$ cat config.mk
export PLATFORM = sky130hd
export DESIGN_NAME = rs232_to_axis
export DESIGN_NICKNAME = d
export VERILOG_FILES = /design/src/rtl/rs232_to_axis.sv
export SDC_FILE = /design/constraint.sdc
export NUM_CORES = 1
export LEC_CHECK = 0
export CELL_PAD_IN_SITES_DETAIL_PLACEMENT = 2
export CELL_PAD_IN_SITES_GLOBAL_PLACEMENT = 2
export CORE_UTILIZATION = 42
export CTS_CLUSTER_SIZE = 12
export DETAILED_ROUTE_END_ITERATION = 6
export HOLD_SLACK_MARGIN = 0.06
export PLACE_DENSITY = 0.81
export SLEW_MARGIN = 20
export SYNTH_ARGS = -nofsm -noshare
export SYNTH_HDL_FRONTEND = slang
export SYNTH_SLANG_ARGS = --single-unit
$ cat constraint.sdc
create_clock -name clock -period 4 [get_ports clock]
set_input_delay 0.4 -clock clock [delete_from_list [all_inputs] [get_ports clock]]
set_output_delay 0.4 -clock clock [all_outputs]
set_load 0.05 [all_outputs]
$ cat src/rtl/rs232_to_axis.sv
// rs232_to_axis
//   Receives 8N1 RS232 frames on rxd and presents each byte on an AXI-stream
//   style master port. A small FIFO absorbs the extra byte that a far-end
//   transmitter may still send after rtsn has been raised.
//
// Ports
//   clock      in   system clock
//   resetn     in   asynchronous active-low reset
//   rxd        in   serial input from far-end TXD (asynchronous, idle high)
//   rtsn       out  flow control to far-end CTSn, high = stop sending
//   odata      out  received byte at the FIFO head
//   ovalid     out  FIFO not empty
//   oready     in   downstream accepts odata when ovalid && oready
//   frame_err  out  one-cycle pulse, stop bit sampled low, byte dropped
//   overrun    out  one-cycle pulse, good byte arrived with FIFO full, dropped
module rs232_to_axis #(
   parameter int CLOCK_FREQ = 133000000,
   parameter int BAUD_RATE  = 115200,
   parameter int FIFO_DEPTH = 4
) (
   input  logic       clock,
   input  logic       resetn,
   input  logic       rxd,
   output logic       rtsn,
   output logic [7:0] odata,
   output logic       ovalid,
   input  logic       oready,
   output logic       frame_err,
   output logic       overrun
);

   localparam int BAUD_COUNT = CLOCK_FREQ / BAUD_RATE;
   localparam int TW         = $clog2(BAUD_COUNT);
   localparam int AW         = $clog2(FIFO_DEPTH);
   localparam int CW         = AW + 1;

   localparam logic [TW-1:0] HALF_RELOAD = TW'(BAUD_COUNT / 2 - 1);
   localparam logic [TW-1:0] FULL_RELOAD = TW'(BAUD_COUNT - 1);
   localparam logic [CW-1:0] RTS_LEVEL   = CW'(FIFO_DEPTH - 1);
   localparam logic [CW-1:0] FULL_LEVEL  = CW'(FIFO_DEPTH);

   typedef enum logic [2:0] {
      IDLE,
      START,
      DATA,
      STOP,
      BREAK
   } state_t;

   logic          rxMeta_q;
   logic          rxs_q;
   state_t        state_q;
   logic [TW-1:0] timer_q;
   logic [2:0]    bitIdx_q;
   logic [7:0]    shift_q;
   logic          frameErr_q;

   logic [7:0]    mem_q [FIFO_DEPTH];
   logic [AW-1:0] wrPtr_q;
   logic [AW-1:0] rdPtr_q;
   logic [CW-1:0] count_q;
   logic [CW-1:0] count_d;
   logic          rtsn_q;
   logic          overrun_q;

   logic          tick;
   logic          push;
   logic          pop;
   logic          full;
   logic          pushAccept;

   // Two-flop synchronizer; both flops reset to the idle line level so a
   // reset never looks like a start bit.
   always_ff @(posedge clock or negedge resetn) begin
      if (!resetn) begin
         rxMeta_q <= 1'b1;
         rxs_q    <= 1'b1;
      end else begin
         rxMeta_q <= rxd;
         rxs_q    <= rxMeta_q;
      end
   end

   // Tick is the underflow of the bit timer; a good stop bit pushes the byte.
   // A push into a full FIFO is only accepted when a pop frees the head slot
   // in the same cycle.
   always_comb begin
      tick       = (timer_q == '0);
      push       = (state_q == STOP) && tick && rxs_q;
      pop        = ovalid && oready;
      full       = (count_q == FULL_LEVEL);
      pushAccept = push && (!full || pop);
      count_d    = count_q;
      case ({pushAccept, pop})
         2'b10:   count_d = count_q + CW'(1);
         2'b01:   count_d = count_q - CW'(1);
         default: count_d = count_q;
      endcase
   end

   // Receive FSM. The first reload of half a bit puts every later tick in the
   // middle of a bit cell. A low stop bit parks the FSM in BREAK so a line
   // held low cannot be mistaken for a stream of zero bytes.
   always_ff @(posedge clock or negedge resetn) begin
      if (!resetn) begin
         state_q    <= IDLE;
         timer_q    <= '0;
         bitIdx_q   <= '0;
         shift_q    <= '0;
         frameErr_q <= 1'b0;
      end else begin
         frameErr_q <= 1'b0;
         case (state_q)
            IDLE: begin
               if (!rxs_q) begin
                  state_q <= START;
                  timer_q <= HALF_RELOAD;
               end
            end
            START: begin
               if (tick) begin
                  if (rxs_q) begin
                     state_q <= IDLE;
                  end else begin
                     state_q  <= DATA;
                     bitIdx_q <= '0;
                     timer_q  <= FULL_RELOAD;
                  end
               end else begin
                  timer_q <= timer_q - 1'b1;
               end
            end
            DATA: begin
               if (tick) begin
                  shift_q <= {rxs_q, shift_q[7:1]};
                  timer_q <= FULL_RELOAD;
                  if (bitIdx_q == 3'd7) begin
                     state_q <= STOP;
                  end else begin
                     bitIdx_q <= bitIdx_q + 1'b1;
                  end
               end else begin
                  timer_q <= timer_q - 1'b1;
               end
            end
            STOP: begin
               if (tick) begin
                  if (rxs_q) begin
                     state_q <= IDLE;
                  end else begin
                     frameErr_q <= 1'b1;
                     state_q    <= BREAK;
                  end
               end else begin
                  timer_q <= timer_q - 1'b1;
               end
            end
            BREAK: begin
               if (rxs_q) begin
                  state_q <= IDLE;
               end
            end
            default: state_q <= IDLE;
         endcase
      end
   end

   // Receive FIFO. rtsn is computed from the post-update count so the far
   // end is told to stop while one slot is still free for a byte already on
   // the wire. Pointers wrap naturally because the depth is a power of two.
   always_ff @(posedge clock or negedge resetn) begin
      if (!resetn) begin
         for (int i = 0; i < FIFO_DEPTH; i++) begin
            mem_q[i] <= '0;
         end
         wrPtr_q   <= '0;
         rdPtr_q   <= '0;
         count_q   <= '0;
         rtsn_q    <= 1'b1;
         overrun_q <= 1'b0;
      end else begin
         overrun_q <= push && full && !pop;
         if (pushAccept) begin
            mem_q[wrPtr_q] <= shift_q;
            wrPtr_q        <= wrPtr_q + 1'b1;
         end
         if (pop) begin
            rdPtr_q <= rdPtr_q + 1'b1;
         end
         count_q <= count_d;
         rtsn_q  <= (count_d >= RTS_LEVEL);
      end
   end

   assign odata     = mem_q[rdPtr_q];
   assign ovalid    = (count_q != '0);
   assign rtsn      = rtsn_q;
   assign frame_err = frameErr_q;
   assign overrun   = overrun_q;

endmodule

* Word-level counts from Yosys, hierarchy flattened
Cells that the tools add are included.
** Storage, ports and cells
- Logic and storage cells :: 95
- Output and inout bits :: 12
- Bits in latches :: 0
- Memory bits (read-only) :: 0
- Input bits :: 4
- Register bits after elaboration :: 69
- Memories kept :: 0
- RAM bits :: 0
** Cells by class
- Div/mod/pow operators :: 0
- Reduce and logical (&&, ||, !) cells :: 19
- Bitwise gates (word level) :: 2
- Multiplexer cells :: 30
- Equal/unequal tests :: 18
- $lt $le $gt $ge :: 4
- Multipliers :: 0
- Shift operators :: 0
- Add/sub/neg operators :: 6
** Operators by type and width (count)
- 11-bit 2-to-1 mux :: 5
- 11-bit one-hot mux with 4 select lines :: 1
- 3-bit 2-to-1 mux :: 11
- 32-bit bitwise mux :: 1
- 8-bit 2-to-1 mux :: 3
- 2-bit inequality test, second input constant :: 9
- 8-bit binary-select mux with 2-bit select :: 1
- 8-bit demux with 2-bit select :: 1
- 3-bit one-hot mux with 5 select lines :: 1
- 3-bit one-hot mux with 2 select lines :: 2
- 11-bit zero test :: 1
- 11-bit by 1-bit subtractor with 11-bit output, second input constant :: 1
- 3-bit equality test, second input constant :: 3
- 1-bit logical AND :: 7
- 3-bit by 1-bit adder with 3-bit output, second input constant :: 2
- 3-bit by 2-bit equality test with 1-bit output, second input constant :: 2
- 3-bit greater-or-equal comparator, second input constant :: 2
- 2-bit NOT with 3-bit output :: 2
- 6-bit AND reduction :: 1
- 5-bit AND reduction :: 1
- 2-bit by 1-bit adder with 2-bit output, second input constant :: 2
- 4-bit AND reduction :: 1
- 4-bit nonzero test :: 1
- 3-bit by 1-bit equality test with 1-bit output, second input constant :: 1
- 14 further kinds :: 17

* Longest topological paths before layout
- Word-level depth :: 7
- Depth in mapped cells :: 13
- Depth with buffers taken out :: 12

* Worst setup path before layout
No wires, ideal clock.
- Path kind :: register to register
- From :: register timer_q[0]
- To :: register rtsn_q, in the netlist rtsn
- Buffers on the path :: 1
- Required time :: 3923 ps
- Arrival time :: 2917 ps
- Cell stages (with the launch flop) :: 14
- Clock period less this slack :: 2994 ps
- Slack :: 1006 ps
- Cell sequence :: dfrtp_1 inv_1 ha_1 or4b_4 or2_2 clkbuf_1 nor3_1 nand3b_1 ha_1 fa_1 xnor2_1 nor2_1 xor2_1 a21o_1
** Between the ends
- Word-level cells in the longest chain between the ends :: 7
- Elaborated cells between the ends (all ways) :: 8
- Those cells by class :: 1 x order compare; 2 x eq/ne; 1 x mux; 4 x reduce/logical
** RTL lines
- from (decl) :: line 53 : logic [TW-1:0] timer_q;
- from (signal assigned) :: line 130 : timer_q <= timer_q - 1'b1;
- from (signal assigned) :: line 143 : timer_q <= timer_q - 1'b1;
- from (signal assigned) :: line 155 : timer_q <= timer_q - 1'b1;
- 11-bit zero test (*) :: line 88 : tick = (timer_q == '0);
- 1-bit logical AND (*) (2 in a row) :: line 89 : push = (state_q == STOP) && tick && rxs_q;
- 1-bit logical AND (*) :: line 92 : pushAccept = push && (!full || pop);
- 2-bit by 1-bit equality test with 1-bit output / 2-bit equality test (equally long branches) :: line 94 : case ({pushAccept, pop})
- 3-bit one-hot mux with 2 select lines (*) :: line 94
- net count_d[2] :: line 62 : logic [CW-1:0] count_d;
- 3-bit by 2-bit greater-or-equal comparator with 1-bit output (*) :: line 191 : rtsn_q <= (count_d >= RTS_LEVEL);
- to (signal assigned) :: line 191
- to (decl) :: line 63 : logic rtsn_q;
The timed path passes the listed nets; every way through them passes the cells marked *.
A chain may end at the register's enable or synchronous reset.

* Final worst setup path
Ends and elaborated chain as after synthesis.

==> results.cfg <==
[status]
status = completed

[floorplanning]
start_util = 0.4454
die_y_um = 90.63
num_rows = 31
die_area_um2 = 8214
io_pins = 16
core_area_um2 = 7408
fp.dieW_um = 90.63

[power_and_ir_drop]
p_sw_frac = 0.2239
peakVddDrop_v = 0.0002599
leakage_nw = 1.752
switching_power_mw = 0.3101
p_per_area_nw_per_um2 = 367.2
pwr-share-seq = 0.506
p_clk_frac = 0.480
p_total_mw = 1.385
p_int_mw = 1.075
p_comb_frac = 0.014

[clock_tree]
clk_latency_ns = 0.35
root_buffer = clkbuf_8
tritoncts = done
htree_levels = 3
cts_made_buffers = 9
post_cts_buffers = 0
path_clk_slew_ns = 0.08
cts_resized = 0
ctsHoldBuffers = 0
clock_sinks = 69
clock_path_buffers = 2

[grt]
antenna_found_initial = 0
grt_pass1_wl_mm = 13.95
grt_pass1_vias = 2490
grt_max_degree = 42
grt_usage = 0.2241
overflow = 0

[timing]
setup_viol = 0
max_slew.worst_pin.slew_ns = 1.008
slew_headroom = 0.3193
fin_crit_sh = 0.8138
max_freq_mhz = 307.2
setup_tns_ns = 0
slew_viol_final = 0
setup_ws_ns = 0.7448
hold_viol = 0
rsz0062_at_grt = no
clock_skew_ns = 0.008433
fin_crit_ns = 3.255

[synth]
synthAdderAreaFrac = 0.04020
synth.area.top_cells = dfrtp_1 (50%), mux2_2 (14%), mux4_2 (5.5%), ha_1 (3.4%), dfstp_2 (2.4%)
synth_edf_count = 0
synth_top_area_frac = 0.5006
async_flop_share = 1.000
synth_top_family_by_area = multiplexers
yosys.area_share.simple = 0.1043
synth-compound-area-share = 0.09101
synth-main-ff-cell = dfrtp_1
synth_area_leader_cell = dfrtp_1
yosys-mux-area-fraction = 0.1980
yosys_warnings = 0
synth_area_per_cell_um2 = 12.74
ys_seq_area_frac = 0.5245
ys_ff_latch = 69
synth_fp_nets = 273
synth_cell_types = 49
synth_xor_xnor_area_share = 0.02124
synth.cell_area_um2 = 3299
synthCells = 259

[route]
wl_per_cell_um = 21.63
finalWirelength_mm = 8.221
antenna_left = 0
first_pass_iters = 6
vias_per_cell = 5.721
drt-initial-drc-count = 38
drcViolationCount = 0
vias = 2174

[critical_path]
cp-end-kind = flop
cpMostUsedCell = ha_1
cp_slowest_cell = or4b_4
r2r_slack_ns = 0.74
critPathMaxFanout = 6
cp-start-kind = flop
slowest_delay_ns = 0.46
worst_r2r_path_depth = 12
cp.required_ns = 4.28
path_class = reg -> reg
crit_arrival_ns = 3.54
crit_chain = inv_1, ha_1, or4b_4, or2_2, nor3_1, nand3b_1, ha_1, fa_1, xnor2_1, nor2_1, xor2_1, a21o_1

[placement]
routabilityCongestion = 0.7422
place_inst = 364
hpwl_mm = 5.448
dpl_cell_area_um2 = 3541
port_buffers = 15
pre_cts_ws_ns = 0.8705

[finish]
n_antenna_cell = 0
final_cell_mix = dfrtp_1 (66), mux2_2 (40), nand2_1 (15)
synthToLayoutAreaGrowth_pct = 14.30
drive_above_1_share = 0.2883
mostFrequentLayoutCell = dfrtp_1
stdcell_count = 380
nets = 290
design_area_um2 = 3771

[run]
drv_cap = 0

[worst_hold_path]
hold_class = in -> async
## registers in the layout, indices dropped and copies added (netlist names)
name       flops
bitIdx_q       3
count_q        3
frame_err      1
mem_q         32
overrun        1
rdPtr_q        2
rtsn           1
rxMeta_q       1
rxs_q          1
shift_q        8
state_q        3
timer_q       11
wrPtr_q        2
## cell families after synthesis
kind of cell	count (synthesis)
multiplexers	50
flip-flops	69
AND/OR/NAND/NOR	61
adder cells (fa/ha/maj)	10
AO/OA/AOI/OAI	43
buffers and inverters	18
XOR/XNOR	8
## cell usage after synthesis, types with 2 or more instances
master,instances
dfrtp_1,66
mux2_2,40
nand2_1,15
a21oi_1,11
nor2_1,11
clkbuf_1,9
ha_1,9
mux4_2,8
inv_1,7
xnor2_1,6
nor3_1,5
a211oi_1,4
nand2_2,4
o21ai_0,4
o31ai_1,4
or4_1,4
a21o_1,3
dfstp_2,3
nand3_1,3
nand3b_1,3
nor4_1,3
or2_2,3
a22o_1,2
a22oi_1,2
mux2_1,2
o21a_1,2
o41ai_1,2
or3_1,2
xor2_1,2
## layer usage
metal  up-vias  wire length (um)  track usage
li1        993                 -            -
met1      1149              3433       0.2743
met2        22              4470       0.3939
met3        10               157      0.03704
met4         0               160      0.08602
met5         -                 0            0
## power by group through the flow
stage | registers [mW] | logic (mW) | clock network, mW
floorplan | 0.713 | 0.00310 | 0
detailed placement | 0.715 | 0.0211 | 0
CTS | 0.701 | 0.0212 | 0.678
finish | 0.701 | 0.0198 | 0.664
global placement | 0.714 | 0.0199 | 0
global route | 0.701 | 0.0233 | 0.703
## worst max-delay path, delay by kind of cell (launching register included)
| kind | cells | cell delay, ns |
|---|---|---|
| buffers and inverters | 1 | 0.15 |
| flip-flops | 1 | 0.43 |
| adder cells (fa/ha/maj) | 3 | 0.78 |
| AND/OR/NAND/NOR | 5 | 1.30 |
| XOR/XNOR | 2 | 0.35 |
| AO/OA/AOI/OAI | 1 | 0.17 |
## per-stage QoR
stage          hold slack (ns)    util
2_1_floorplan           0.1044       -
3_3_place_gp            0.3476  0.4780
3_5_place_dp            0.3501  0.4780
4_1_cts                 0.2184  0.5090
5_1_grt                 0.2690  0.5090
6_report                0.1952  0.5090
## layout make-up
type	count	area [um^2]
Clock buffer	10	137.6
Clock inverter	6	92.59
Multi-Input combinational cell	172	1500
Inverter	7	26.28
Timing Repair Buffer	17	160.2
Fill cell	723	3637
Tap cell	99	123.9
Sequential cell	69	1730
## worst paths after layout
kind,to,startpoint
max,rtsn,timer_q[0]
min,mem_q[0],resetn
max reg2reg,rtsn,timer_q[0]
min reg2reg,rxs_q,rxMeta_q
max in group asynchronous,rxMeta_q,resetn
min in group clock,rxs_q,rxMeta_q
Power figures use the tool's default switching activity.
